File: config.mk
export PLATFORM = sky130hd
export DESIGN_NAME = reorder_buffer_mw_flat
export DESIGN_NICKNAME = d
export VERILOG_FILES = /design/src/rtl/reorder_buffer_mw_if.sv /design/src/rtl/reorder_buffer_mw.sv /design/src/flat_wrapper.sv
export SDC_FILE = /design/constraint.sdc
export NUM_CORES = 1
export LEC_CHECK = 0
export CAP_MARGIN = 40
export CORE_ASPECT_RATIO = 1.5
export CORE_MARGIN = 2
export CORE_UTILIZATION = 58
export CTS_CLUSTER_DIAMETER = 60
export CTS_CLUSTER_SIZE = 12
export DETAILED_ROUTE_END_ITERATION = 10
export PLACE_DENSITY = 0.8
export SYNTH_ARGS = -nofsm -noshare
export SYNTH_HDL_FRONTEND = slang
export SYNTH_SLANG_ARGS = --single-unit
File: constraint.sdc
create_clock -name clk -period 13.4 [get_ports clk]
set_input_delay 2.68 -clock clk [delete_from_list [all_inputs] [get_ports clk]]
set_output_delay 2.68 -clock clk [all_outputs]
set_load 0.01 [all_outputs]
File: src/rtl/reorder_buffer_mw_if.sv
// Dispatch, writeback, mispredict and commit bundle for reorder_buffer_mw.
// slave is the buffer side, master is the pipeline side driving it.
interface reorder_buffer_mw_if #(
  parameter int DEPTH  = 8,
  parameter int CMT_W  = 2,
  parameter int XLEN   = 32,
  parameter int PREG_W = 7,
  parameter int AREG_W = 6
);
  localparam int IDX_W = $clog2(DEPTH);

  logic                    dp_valid;
  logic                    dp_ready;
  logic [XLEN-1:0]         dp_pc;
  logic [XLEN-1:0]         dp_inst;
  logic [PREG_W-1:0]       dp_prd_new;
  logic [PREG_W-1:0]       dp_prd_old;
  logic [AREG_W-1:0]       dp_ard;
  logic                    dp_wb_en;
  logic                    dp_is_st;
  logic                    dp_is_ld;
  logic [IDX_W-1:0]        dp_idx;
  logic                    wb_valid;
  logic [IDX_W-1:0]        wb_idx;
  logic [XLEN-1:0]         wb_data;
  logic                    mis_valid;
  logic [IDX_W-1:0]        mis_idx;
  logic [DEPTH-1:0]        flush_mask;
  logic [CMT_W-1:0]        cm_valid;
  logic [CMT_W-1:0]        cm_wb_en;
  logic [CMT_W*PREG_W-1:0] cm_prd_new;
  logic [CMT_W*PREG_W-1:0] cm_prd_old;
  logic [CMT_W*AREG_W-1:0] cm_ard;
  logic [CMT_W*XLEN-1:0]   cm_data;
  logic [CMT_W*XLEN-1:0]   cm_pc;
  logic [CMT_W*XLEN-1:0]   cm_inst;
  logic [1:0]              ld_commit;
  logic                    st_commit;
  logic                    recovery;
  logic [IDX_W:0]          count;

  modport slave (
    input  dp_valid, dp_pc, dp_inst, dp_prd_new, dp_prd_old, dp_ard, dp_wb_en, dp_is_st, dp_is_ld,
    input  wb_valid, wb_idx, wb_data, mis_valid, mis_idx,
    output dp_ready, dp_idx, flush_mask, cm_valid, cm_wb_en, cm_prd_new, cm_prd_old, cm_ard,
    output cm_data, cm_pc, cm_inst, ld_commit, st_commit, recovery, count
  );

  modport master (
    output dp_valid, dp_pc, dp_inst, dp_prd_new, dp_prd_old, dp_ard, dp_wb_en, dp_is_st, dp_is_ld,
    output wb_valid, wb_idx, wb_data, mis_valid, mis_idx,
    input  dp_ready, dp_idx, flush_mask, cm_valid, cm_wb_en, cm_prd_new, cm_prd_old, cm_ard,
    input  cm_data, cm_pc, cm_inst, ld_commit, st_commit, recovery, count
  );
endinterface

File: src/rtl/reorder_buffer_mw.sv
// Reorder buffer retiring up to CMT_W done entries per cycle in order; commit is combinational
// off registered state (writeback-to-commit 1 cycle); dispatch stalls when full or recovering.
module reorder_buffer_mw #(
  parameter int DEPTH  = 8,
  parameter int CMT_W  = 2,
  parameter int XLEN   = 32,
  parameter int PREG_W = 7,
  parameter int AREG_W = 6
) (
  input logic                clk,
  input logic                rst,
  reorder_buffer_mw_if.slave rob
);
  localparam int IDX_W = $clog2(DEPTH);
  localparam int PTR_W = IDX_W + 1;

  typedef struct packed {
    logic [XLEN-1:0]   pc;
    logic [XLEN-1:0]   inst;
    logic [PREG_W-1:0] prd_new;
    logic [PREG_W-1:0] prd_old;
    logic [AREG_W-1:0] ard;
    logic              wb_en;
    logic              is_st;
    logic              is_ld;
  } meta_t;

  meta_t            meta [DEPTH];
  logic [XLEN-1:0]  data [DEPTH];
  logic [DEPTH-1:0] valid;
  logic [DEPTH-1:0] done;
  logic [PTR_W-1:0] head;
  logic [PTR_W-1:0] tail;
  logic             recovery_q;

  logic [PTR_W-1:0] count;
  logic [IDX_W-1:0] head_idx;
  logic [IDX_W-1:0] tail_idx;
  logic [IDX_W-1:0] mis_off;
  logic [IDX_W-1:0] off;
  logic [IDX_W-1:0] slot;
  logic             mis_ok;
  logic             alloc;
  logic             wb_ok;
  logic             chain;
  logic             prev_st;
  logic             st_any;
  logic [1:0]       ld_cnt;
  logic [CMT_W-1:0] fire;
  logic [PTR_W-1:0] n_fire;
  logic [DEPTH-1:0] flush;
  logic [DEPTH-1:0] retire_m;
  logic [DEPTH-1:0] alloc_m;
  logic [DEPTH-1:0] wb_m;

  assign count        = tail - head;
  assign head_idx     = head[IDX_W-1:0];
  assign tail_idx     = tail[IDX_W-1:0];
  assign rob.count    = count;
  assign rob.dp_idx   = tail_idx;
  assign rob.dp_ready = (count < PTR_W'(DEPTH)) && !recovery_q;
  assign rob.recovery = recovery_q;
  assign rob.flush_mask = flush;

  assign alloc   = rob.dp_valid && rob.dp_ready && !rob.mis_valid;
  assign mis_ok  = rob.mis_valid && valid[rob.mis_idx];
  assign mis_off = rob.mis_idx - head_idx;
  assign wb_ok   = rob.wb_valid && valid[rob.wb_idx] && !flush[rob.wb_idx];
  assign alloc_m = alloc ? (DEPTH'(1) << tail_idx) : '0;
  assign wb_m    = wb_ok ? (DEPTH'(1) << rob.wb_idx) : '0;

  // Age is the modular distance from head; anything further than the branch is younger.
  always_comb begin
    flush = '0;
    off   = '0;
    for (int i = 0; i < DEPTH; i++) begin
      off      = IDX_W'(i) - head_idx;
      flush[i] = mis_ok && valid[i] && (off > mis_off);
    end
  end

  always_comb begin
    fire           = '0;
    n_fire         = '0;
    retire_m       = '0;
    ld_cnt         = '0;
    st_any         = 1'b0;
    chain          = 1'b1;
    prev_st        = 1'b0;
    slot           = '0;
    rob.cm_wb_en   = '0;
    rob.cm_prd_new = '0;
    rob.cm_prd_old = '0;
    rob.cm_ard     = '0;
    rob.cm_data    = '0;
    rob.cm_pc      = '0;
    rob.cm_inst    = '0;
    for (int k = 0; k < CMT_W; k++) begin
      slot = head_idx + IDX_W'(k);
      // Only one data-memory store port: a second store in the same cycle waits.
      fire[k] = chain && valid[slot] && done[slot] && !flush[slot] &&
                !(prev_st && meta[slot].is_st);
      chain   = fire[k];
      prev_st = meta[slot].is_st;
      if (fire[k]) begin
        retire_m[slot] = 1'b1;
        n_fire         = n_fire + PTR_W'(1);
        ld_cnt         = ld_cnt + 2'(meta[slot].is_ld);
        st_any         = st_any | meta[slot].is_st;
        rob.cm_wb_en[k]                     = meta[slot].wb_en;
        rob.cm_prd_new[k*PREG_W +: PREG_W]  = meta[slot].prd_new;
        rob.cm_prd_old[k*PREG_W +: PREG_W]  = meta[slot].prd_old;
        rob.cm_ard[k*AREG_W +: AREG_W]      = meta[slot].ard;
        rob.cm_data[k*XLEN +: XLEN]         = data[slot];
        rob.cm_pc[k*XLEN +: XLEN]           = meta[slot].pc;
        rob.cm_inst[k*XLEN +: XLEN]         = meta[slot].inst;
      end
    end
    rob.cm_valid  = fire;
    rob.ld_commit = ld_cnt;
    rob.st_commit = st_any;
  end

  always_ff @(posedge clk or negedge rst) begin
    if (!rst) begin
      head       <= '0;
      tail       <= '0;
      valid      <= '0;
      done       <= '0;
      recovery_q <= 1'b0;
    end else begin
      recovery_q <= mis_ok;
      head       <= head + n_fire;
      // Rewinding from head keeps the wrap bit consistent, so count never exceeds DEPTH.
      if (mis_ok)
        tail <= head + PTR_W'(mis_off) + PTR_W'(1);
      else if (alloc)
        tail <= tail + PTR_W'(1);
      valid <= (valid | alloc_m) & ~(flush | retire_m);
      done  <= (done | wb_m) & ~(alloc_m | flush | retire_m);
    end
  end

  always_ff @(posedge clk) begin
    if (alloc)
      meta[tail_idx] <= '{pc: rob.dp_pc, inst: rob.dp_inst, prd_new: rob.dp_prd_new,
                          prd_old: rob.dp_prd_old, ard: rob.dp_ard, wb_en: rob.dp_wb_en,
                          is_st: rob.dp_is_st, is_ld: rob.dp_is_ld};
    if (wb_ok)
      data[rob.wb_idx] <= rob.wb_data;
  end
endmodule

File: src/flat_wrapper.sv
// flat-port wrapper written by rule: the top's interface ports become plain ports
module reorder_buffer_mw_flat 
#(
  parameter int DEPTH  = 8,
  parameter int CMT_W  = 2,
  parameter int XLEN   = 32,
  parameter int PREG_W = 7,
  parameter int AREG_W = 6
)
  (clk, rst, rob_dp_valid, rob_dp_pc, rob_dp_inst, rob_dp_prd_new, rob_dp_prd_old, rob_dp_ard, rob_dp_wb_en, rob_dp_is_st, rob_dp_is_ld, rob_wb_valid, rob_wb_idx, rob_wb_data, rob_mis_valid, rob_mis_idx, rob_dp_ready, rob_dp_idx, rob_flush_mask, rob_cm_valid, rob_cm_wb_en, rob_cm_prd_new, rob_cm_prd_old, rob_cm_ard, rob_cm_data, rob_cm_pc, rob_cm_inst, rob_ld_commit, rob_st_commit, rob_recovery, rob_count);
  reorder_buffer_mw_if #(.DEPTH(DEPTH), .CMT_W(CMT_W), .XLEN(XLEN), .PREG_W(PREG_W), .AREG_W(AREG_W)) rob_i ();
  input logic clk;
  input logic rst;
  input wire logic [$bits(rob_i.dp_valid)-1:0] rob_dp_valid;
  input wire logic [$bits(rob_i.dp_pc)-1:0] rob_dp_pc;
  input wire logic [$bits(rob_i.dp_inst)-1:0] rob_dp_inst;
  input wire logic [$bits(rob_i.dp_prd_new)-1:0] rob_dp_prd_new;
  input wire logic [$bits(rob_i.dp_prd_old)-1:0] rob_dp_prd_old;
  input wire logic [$bits(rob_i.dp_ard)-1:0] rob_dp_ard;
  input wire logic [$bits(rob_i.dp_wb_en)-1:0] rob_dp_wb_en;
  input wire logic [$bits(rob_i.dp_is_st)-1:0] rob_dp_is_st;
  input wire logic [$bits(rob_i.dp_is_ld)-1:0] rob_dp_is_ld;
  input wire logic [$bits(rob_i.wb_valid)-1:0] rob_wb_valid;
  input wire logic [$bits(rob_i.wb_idx)-1:0] rob_wb_idx;
  input wire logic [$bits(rob_i.wb_data)-1:0] rob_wb_data;
  input wire logic [$bits(rob_i.mis_valid)-1:0] rob_mis_valid;
  input wire logic [$bits(rob_i.mis_idx)-1:0] rob_mis_idx;
  output wire logic [$bits(rob_i.dp_ready)-1:0] rob_dp_ready;
  output wire logic [$bits(rob_i.dp_idx)-1:0] rob_dp_idx;
  output wire logic [$bits(rob_i.flush_mask)-1:0] rob_flush_mask;
  output wire logic [$bits(rob_i.cm_valid)-1:0] rob_cm_valid;
  output wire logic [$bits(rob_i.cm_wb_en)-1:0] rob_cm_wb_en;
  output wire logic [$bits(rob_i.cm_prd_new)-1:0] rob_cm_prd_new;
  output wire logic [$bits(rob_i.cm_prd_old)-1:0] rob_cm_prd_old;
  output wire logic [$bits(rob_i.cm_ard)-1:0] rob_cm_ard;
  output wire logic [$bits(rob_i.cm_data)-1:0] rob_cm_data;
  output wire logic [$bits(rob_i.cm_pc)-1:0] rob_cm_pc;
  output wire logic [$bits(rob_i.cm_inst)-1:0] rob_cm_inst;
  output wire logic [$bits(rob_i.ld_commit)-1:0] rob_ld_commit;
  output wire logic [$bits(rob_i.st_commit)-1:0] rob_st_commit;
  output wire logic [$bits(rob_i.recovery)-1:0] rob_recovery;
  output wire logic [$bits(rob_i.count)-1:0] rob_count;
  assign rob_i.dp_valid = rob_dp_valid;
  assign rob_i.dp_pc = rob_dp_pc;
  assign rob_i.dp_inst = rob_dp_inst;
  assign rob_i.dp_prd_new = rob_dp_prd_new;
  assign rob_i.dp_prd_old = rob_dp_prd_old;
  assign rob_i.dp_ard = rob_dp_ard;
  assign rob_i.dp_wb_en = rob_dp_wb_en;
  assign rob_i.dp_is_st = rob_dp_is_st;
  assign rob_i.dp_is_ld = rob_dp_is_ld;
  assign rob_i.wb_valid = rob_wb_valid;
  assign rob_i.wb_idx = rob_wb_idx;
  assign rob_i.wb_data = rob_wb_data;
  assign rob_i.mis_valid = rob_mis_valid;
  assign rob_i.mis_idx = rob_mis_idx;
  assign rob_dp_ready = rob_i.dp_ready;
  assign rob_dp_idx = rob_i.dp_idx;
  assign rob_flush_mask = rob_i.flush_mask;
  assign rob_cm_valid = rob_i.cm_valid;
  assign rob_cm_wb_en = rob_i.cm_wb_en;
  assign rob_cm_prd_new = rob_i.cm_prd_new;
  assign rob_cm_prd_old = rob_i.cm_prd_old;
  assign rob_cm_ard = rob_i.cm_ard;
  assign rob_cm_data = rob_i.cm_data;
  assign rob_cm_pc = rob_i.cm_pc;
  assign rob_cm_inst = rob_i.cm_inst;
  assign rob_ld_commit = rob_i.ld_commit;
  assign rob_st_commit = rob_i.st_commit;
  assign rob_recovery = rob_i.recovery;
  assign rob_count = rob_i.count;
  reorder_buffer_mw #(.DEPTH(DEPTH), .CMT_W(CMT_W), .XLEN(XLEN), .PREG_W(PREG_W), .AREG_W(AREG_W)) u_core (.clk(clk), .rst(rst), .rob(rob_i));
endmodule
* After elaboration in Yosys (flattened, before gate mapping) *
Memory sizes are Yosys's and may differ from the RTL's.
Index checks and enable logic that the tools add are counted.

storage, ports and cells
  flip-flop bits (word level) = 25
  memory bits (writable) = 952
  output and inout port bits = 256
  memories kept = 2

operators by class
  add/sub/neg operators = 17
  order comparisons = 15
  shift-type cells = 2
  multiplexer cells = 52
  bitwise operators = 11
  reduce and logical (&&, ||, !) cells = 38

memories
  memory       words  bits a word  rd ports  clocked after memory_dff  write ports  line                     source
  u_core.meta  8      87           2         0                         1            reorder_buffer_mw.sv:28  meta_t meta [DEPTH];
  u_core.data  8      32           2         0                         1            reorder_buffer_mw.sv:29  logic [XLEN-1:0] data [DEPTH];

operators by type and width
  kind                                                                                 number
  32-bit two-way mux                                                                   6
  8-bit OR                                                                             6
  8-bit two-way mux                                                                    4
  1-bit logical AND                                                                    31
  7-bit two-way mux                                                                    4
  1-bit binary-select mux with 3-bit select                                            9
  3-bit > comparator                                                                   8
  1-bit two-way mux                                                                    21
  8-bit bitwise AND                                                                    2
  3-bit by 4-bit < comparator with 1-bit output, second input constant                 4
  8-bit NOT                                                                            2
  1-bit by 3-bit << shifter with 8-bit output, first input constant                    2
  4-bit two-way mux                                                                    3
  6-bit two-way mux                                                                    2
  3-bit subtractor, first input constant                                               4
  4-bit by 1-bit adder with 4-bit output, second input constant                        2
  1-bit demux with 3-bit select                                                        2
  3-bit by 1-bit greater-or-equal comparator with 1-bit output, second input constant  2
  1-bit zero test                                                                      6
  1-bit by 3-bit subtractor with 3-bit output, first input constant                    2
  2-bit by 3-bit subtractor with 3-bit output, first input constant                    2
  4-bit by 3-bit adder with 4-bit output                                               1
  4-bit adder                                                                          1
  4-bit < comparator, second input constant                                            1
  8 further kinds                                                                      8

* Longest topological paths before layout *
  depth in word-level cells = 17
  gate-level depth with buffers = 27

* Worst setup path after synthesis *
OpenSTA, ideal clock, no wires.

  path kind = input-to-reg
  start point = input rob_mis_valid
  end point = memory u_core.meta[0][0] in the netlist's numbering, enable pin
  library setup time = 0.639 ns
  arrival = 9.455 ns
  setup slack = 3.306 ns
  cell stages on the path = 4
  path buffers = 1
  path through = nor4b_1 clkbuf_1 nand2_1 nor3_1

on the way
  cells in the longest elaborated chain, start to end = 4

RTL lines
  what                                     line                      source
  from (decl)                              flat_wrapper.sv:26        input wire logic [$bits(rob_i.mis_valid)-1:0] rob_mis_valid;
  1-bit zero test                          reorder_buffer_mw.sv:65   assign alloc = rob.dp_valid && rob.dp_ready && !rob.mis_valid;
  1-bit logical AND                        reorder_buffer_mw.sv:65
  1-bit two-way mux                        reorder_buffer_mw.sv:145  if (alloc)
  1-bit two-way mux (not written as such)  reorder_buffer_mw.sv:146  meta[tail_idx] <= '{pc: rob.dp_pc, inst: rob.dp_inst, prd_new: rob.dp_prd_new,
  to (decl)                                reorder_buffer_mw.sv:28

Every way passes these cells.

* Worst setup path in the final report *
  start point = input rob_mis_idx[0]
  end point = output rob_cm_pc[50]

on the way
  cells in the longest elaborated chain, start to end = 14
  elaborated cells between the ends (all ways) = 40

RTL lines
  what                                                                       line                      source
  from (decl)                                                                flat_wrapper.sv:27        input wire logic [$bits(rob_i.mis_idx)-1:0] rob_mis_idx;
  parallel branches: the longest is 11 deep, another holds 3-bit subtractor  --
  1-bit logical AND (*) (2 in a row)                                         reorder_buffer_mw.sv:101  fire[k] = chain && valid[slot] && done[slot] && !flush[slot] &&
  32-bit two-way mux (*)                                                     reorder_buffer_mw.sv:105  if (fire[k]) begin
  to (decl)                                                                  flat_wrapper.sv:37        output wire logic [$bits(rob_i.cm_pc)-1:0] rob_cm_pc;

Mark *: on every way between the ends. The select of a mux whose other input is x is not followed.

==> results.yml <==
outcome:
  status: "complete, no violations"
routing:
  dr.pass1.iters: 6
  final_antenna_net_count: 0
  post_drt_wl_per_cell_um: 34.48
  drt-total-wl_um: 152300
  vias: 32560
  drtIter0Drc: 5164
  drc: 0
  vias_per_cell: 7.374
power:
  p_seq_frac: 0.301
  p_sw_mw: 5.363
  p_clk_frac: 0.189
  p_int_mw: 6.959
  ir_drop_v: 0.0002596
  p_leak_nw: 17.05
  p_comb_frac: 0.510
  switching_share: 0.4353
  power_density_mw_per_mm2: 229.4
worst_setup_path:
  crit_path_start_kind: "input pin"
  worstPathMaxFanout: 58
  crit_required_ps: 10720
  end_kind: "output pin"
  arrival_ps: 8920
  r2r_slack_ps: 6540
  path_class: "input pin to output pin"
sta:
  slew_headroom: 0.2632
  drv_slew: 0
  period_minus_slack_ps: 11600
  timing.final.ws_setup_ps: 1797
  holdWs_ps: 557.8
  fin_skew_ps: 15.57
  period_share: 0.8659
  clock.fmax_mhz: 86.18
  worst_pin_slew_ps: 1105
  finalSetupViolations: 0
  fin_setup_tns_ps: 0
  rsz0062_at_grt: "false"
  hold_viol_final: 0
clock_network:
  cts_made_buffers: 92
  cts.repair.resized: 0
  clkLatencyLatePin_ps: 660
  clk_pin_slew_ps: 60
  postCtsSetupBuffers: 0
  clockRootBuffer: "clkbuf_16"
  cts_tree: "yes"
  cts.path.max_buffers: 3
  hold_buffers: 0
  clock_sinks: 977
  htreeDepth: 3
cells_and_area:
  drive_above_1_share: 0.1725
  final_util: 0.6842
  fin_nets: 3514
  syn_to_final_growth_pct: 17.18
  multi_input_area_mm2: 0.01571
  final-seq-area_mm2: 0.02922
  fill_cells: 5063
global_route:
  grt_pass1_vias: 33410
  grt_overflow_total: 0
  grt_pass1_wl_um: 220200
  grt_max_degree: 158
  grt_usage: 0.3755
  antenna_found_initial: 34
yosys:
  avgSynthCellArea_um2: 15.11
  yosysWarnings: 0
  synth_cell_type_count: 73
  synthCells: 3033
  seq_area_frac_synth: 0.6373
  async_reset_ff_frac: 0.02559
  synthFlopType: "edfxtp_1"
  synth-edff-count: 952
  synth.cell_area_mm2: 0.04584
  synth_seq_cells: 977
  syn_nets: 3196
place:
  place_ws_ps: 1914
  gp_congestion: 0.9090
  io_buffer_count: 385
  place_hpwl_um: 88900
floorplan:
  start_util: 0.5839
  dieArea_mm2: 0.08135
  ios: 386
  die_w_um: 233.5
  coreArea_mm2: 0.07851
  rows: 126
  dieHeight_um: 348.3
min_path:
  hp-class: "flip-flop to flip-flop"
job:
  cap_violations: 0
worst max-delay path, cell delays in order:
cell             delay (ps)
clkdlybuf4s50_1         630
inv_1                   120
ha_1                    270
fa_1                    390
xnor2_1                 450
xnor2_1                 350
inv_1                   100
ha_1                    360
nor2b_1                 150
a221oi_1                400
or4_1                   180
a311oi_1                150
a2111oi_4               460
a21boi_4                330
nand2b_4                360
buf_12                  330
nor4_4                  400
clkdlybuf4s50_1         600
per-layer routing:
layer / track usage / wire length (um)
met5: 0 / 168
met4: 0.2670 / 11030
met3: 0.09167 / 19400
met2: 0.5827 / 72080
met1: 0.4630 / 49580
flip-flops by register name, summed over array words and instances, names as in the netlist:
| signal | cells |
|---|---|
| u_core.meta | 696 |
| u_core.valid | 8 |
| u_core.data | 256 |
| u_core.done | 8 |
| u_core.tail | 4 |
| u_core.head | 4 |
| u_core.rob.recovery | 1 |
through the flow:
| step | total power, mW | std cells | area [um2] |
|---|---|---|---|
| final | 12.32 | 4416 | 53720 |
| after global placement | 9.615 | 4259 | 50670 |
| after CTS | 12.18 | 4392 | 53660 |
| after detailed placement | 9.851 | 4281 | 51210 |
| after global routing | 12.67 | 4413 | 53710 |
| after floorplan | 7.485 | 3033 | 45840 |
Yosys cell counts, types with 3 or more instances:
cell       instances  area [um2]
edfxtp_1         952       28590
nand2_1          451        1693
mux4_2           277        6238
clkbuf_1         180       675.7
a21oi_1          156       780.8
o22ai_1          151       944.7
nor2_1           140       525.5
nor3_1            93       465.5
o21ai_0           87       435.4
o221ai_1          84       735.7
nor4_4            55        1170
nand3_1           44       220.2
buf_1             37       138.9
mux2i_1           34       340.3
a31oi_1           33       206.5
ha_1              29       362.9
dfrtp_1           25       625.6
inv_1             23       86.33
nor2b_1           14       87.58
a32oi_1           11       96.34
o22a_1            11       96.34
a211oi_1           9       67.56
nor2_2             9       56.30
buf_2              8       40.04
xnor2_1            8       70.07
a2111oi_0          7       61.31
mux2_2             7       78.83
buf_12             6       120.1
nand2b_1           6       37.54
a221oi_1           5       43.79
a311oi_1           5       43.79
buf_4              5       37.54
buf_6              4       45.04
fa_1               4       80.08
nand4_1            4       25.02
and2_1             3       18.77
and3_1             3       18.77
inv_2              3       11.26
nor4_1             3       18.77
o211a_1            3       30.03
xor2_1             3       26.28
cells by family (layout without fill, tap and decap cells):
logic type                 Yosys count  count (layout)  share of synthesized area
AOI/OAI and AO/OA                  588             588                    0.08309
and+or+nand+nor                    836             836                    0.09643
buffers and inverters              267             602                    0.02527
other                                0              24                          0
muxes                              318             318                     0.1452
DFF                                977             977                     0.6373
xor gates and xnor gates            13              13                   0.002812
adders and majority gates           34              34                   0.009881
cell type report:
| cell class | count | area share |
|---|---|---|
| clock inverter | 9 | 0.001561 |
| inverter | 27 | 0.002096 |
| multi-input combinational | 1789 | 0.2924 |
| sequential | 977 | 0.5440 |
| clock buffer | 102 | 0.04395 |
| timing repair buffer | 464 | 0.09093 |
| antenna | 24 | 0.001118 |
| tap | 1024 | 0.02385 |
power groups by stage:
stage / clock [mW] / combinational, mW / sequential, mW
final: 2.33 / 6.28 / 3.71
after global placement: 0 / 5.84 / 3.78
after CTS: 2.34 / 6.14 / 3.70
after floorplan: 0 / 3.78 / 3.70
after global routing: 2.43 / 6.52 / 3.72
after detailed placement: 0 / 6.09 / 3.76
cells in the final DEF (no fill, tap or decap), types with 13 or more instances in the layout:
cell type	count
dfrtp_1	22
a21oi_1	156
o21ai_0	87
buf_16	16
nor3_1	91
inv_1	21
nand2_1	441
nor4_4	55
a31oi_1	33
edfxtp_1	952
buf_4	52
mux2i_1	34
nor2b_1	13
diode_2	24
o221ai_1	84
ha_1	28
nor2_4	15
nor2_1	124
nand3_1	44
o22ai_1	151
mux4_2	277
clkbuf_16	93
clkdlybuf4s50_1	385
final timing paths:
kind                                     start  depth (start not counted)             end
worst max register to register  u_core.head[0]                         16  u_core.head[2]
worst min register to register  u_core.head[3]                          1  u_core.head[3]
min in group asynchronous                  rst                          2  u_core.done[7]
worst min-delay path            u_core.head[3]                          1  u_core.head[3]
max in group asynchronous                  rst                          2  u_core.head[2]
worst max-delay path            rob_mis_idx[0]                         18   rob_cm_pc[50]
(Power assumes the default switching activity.)
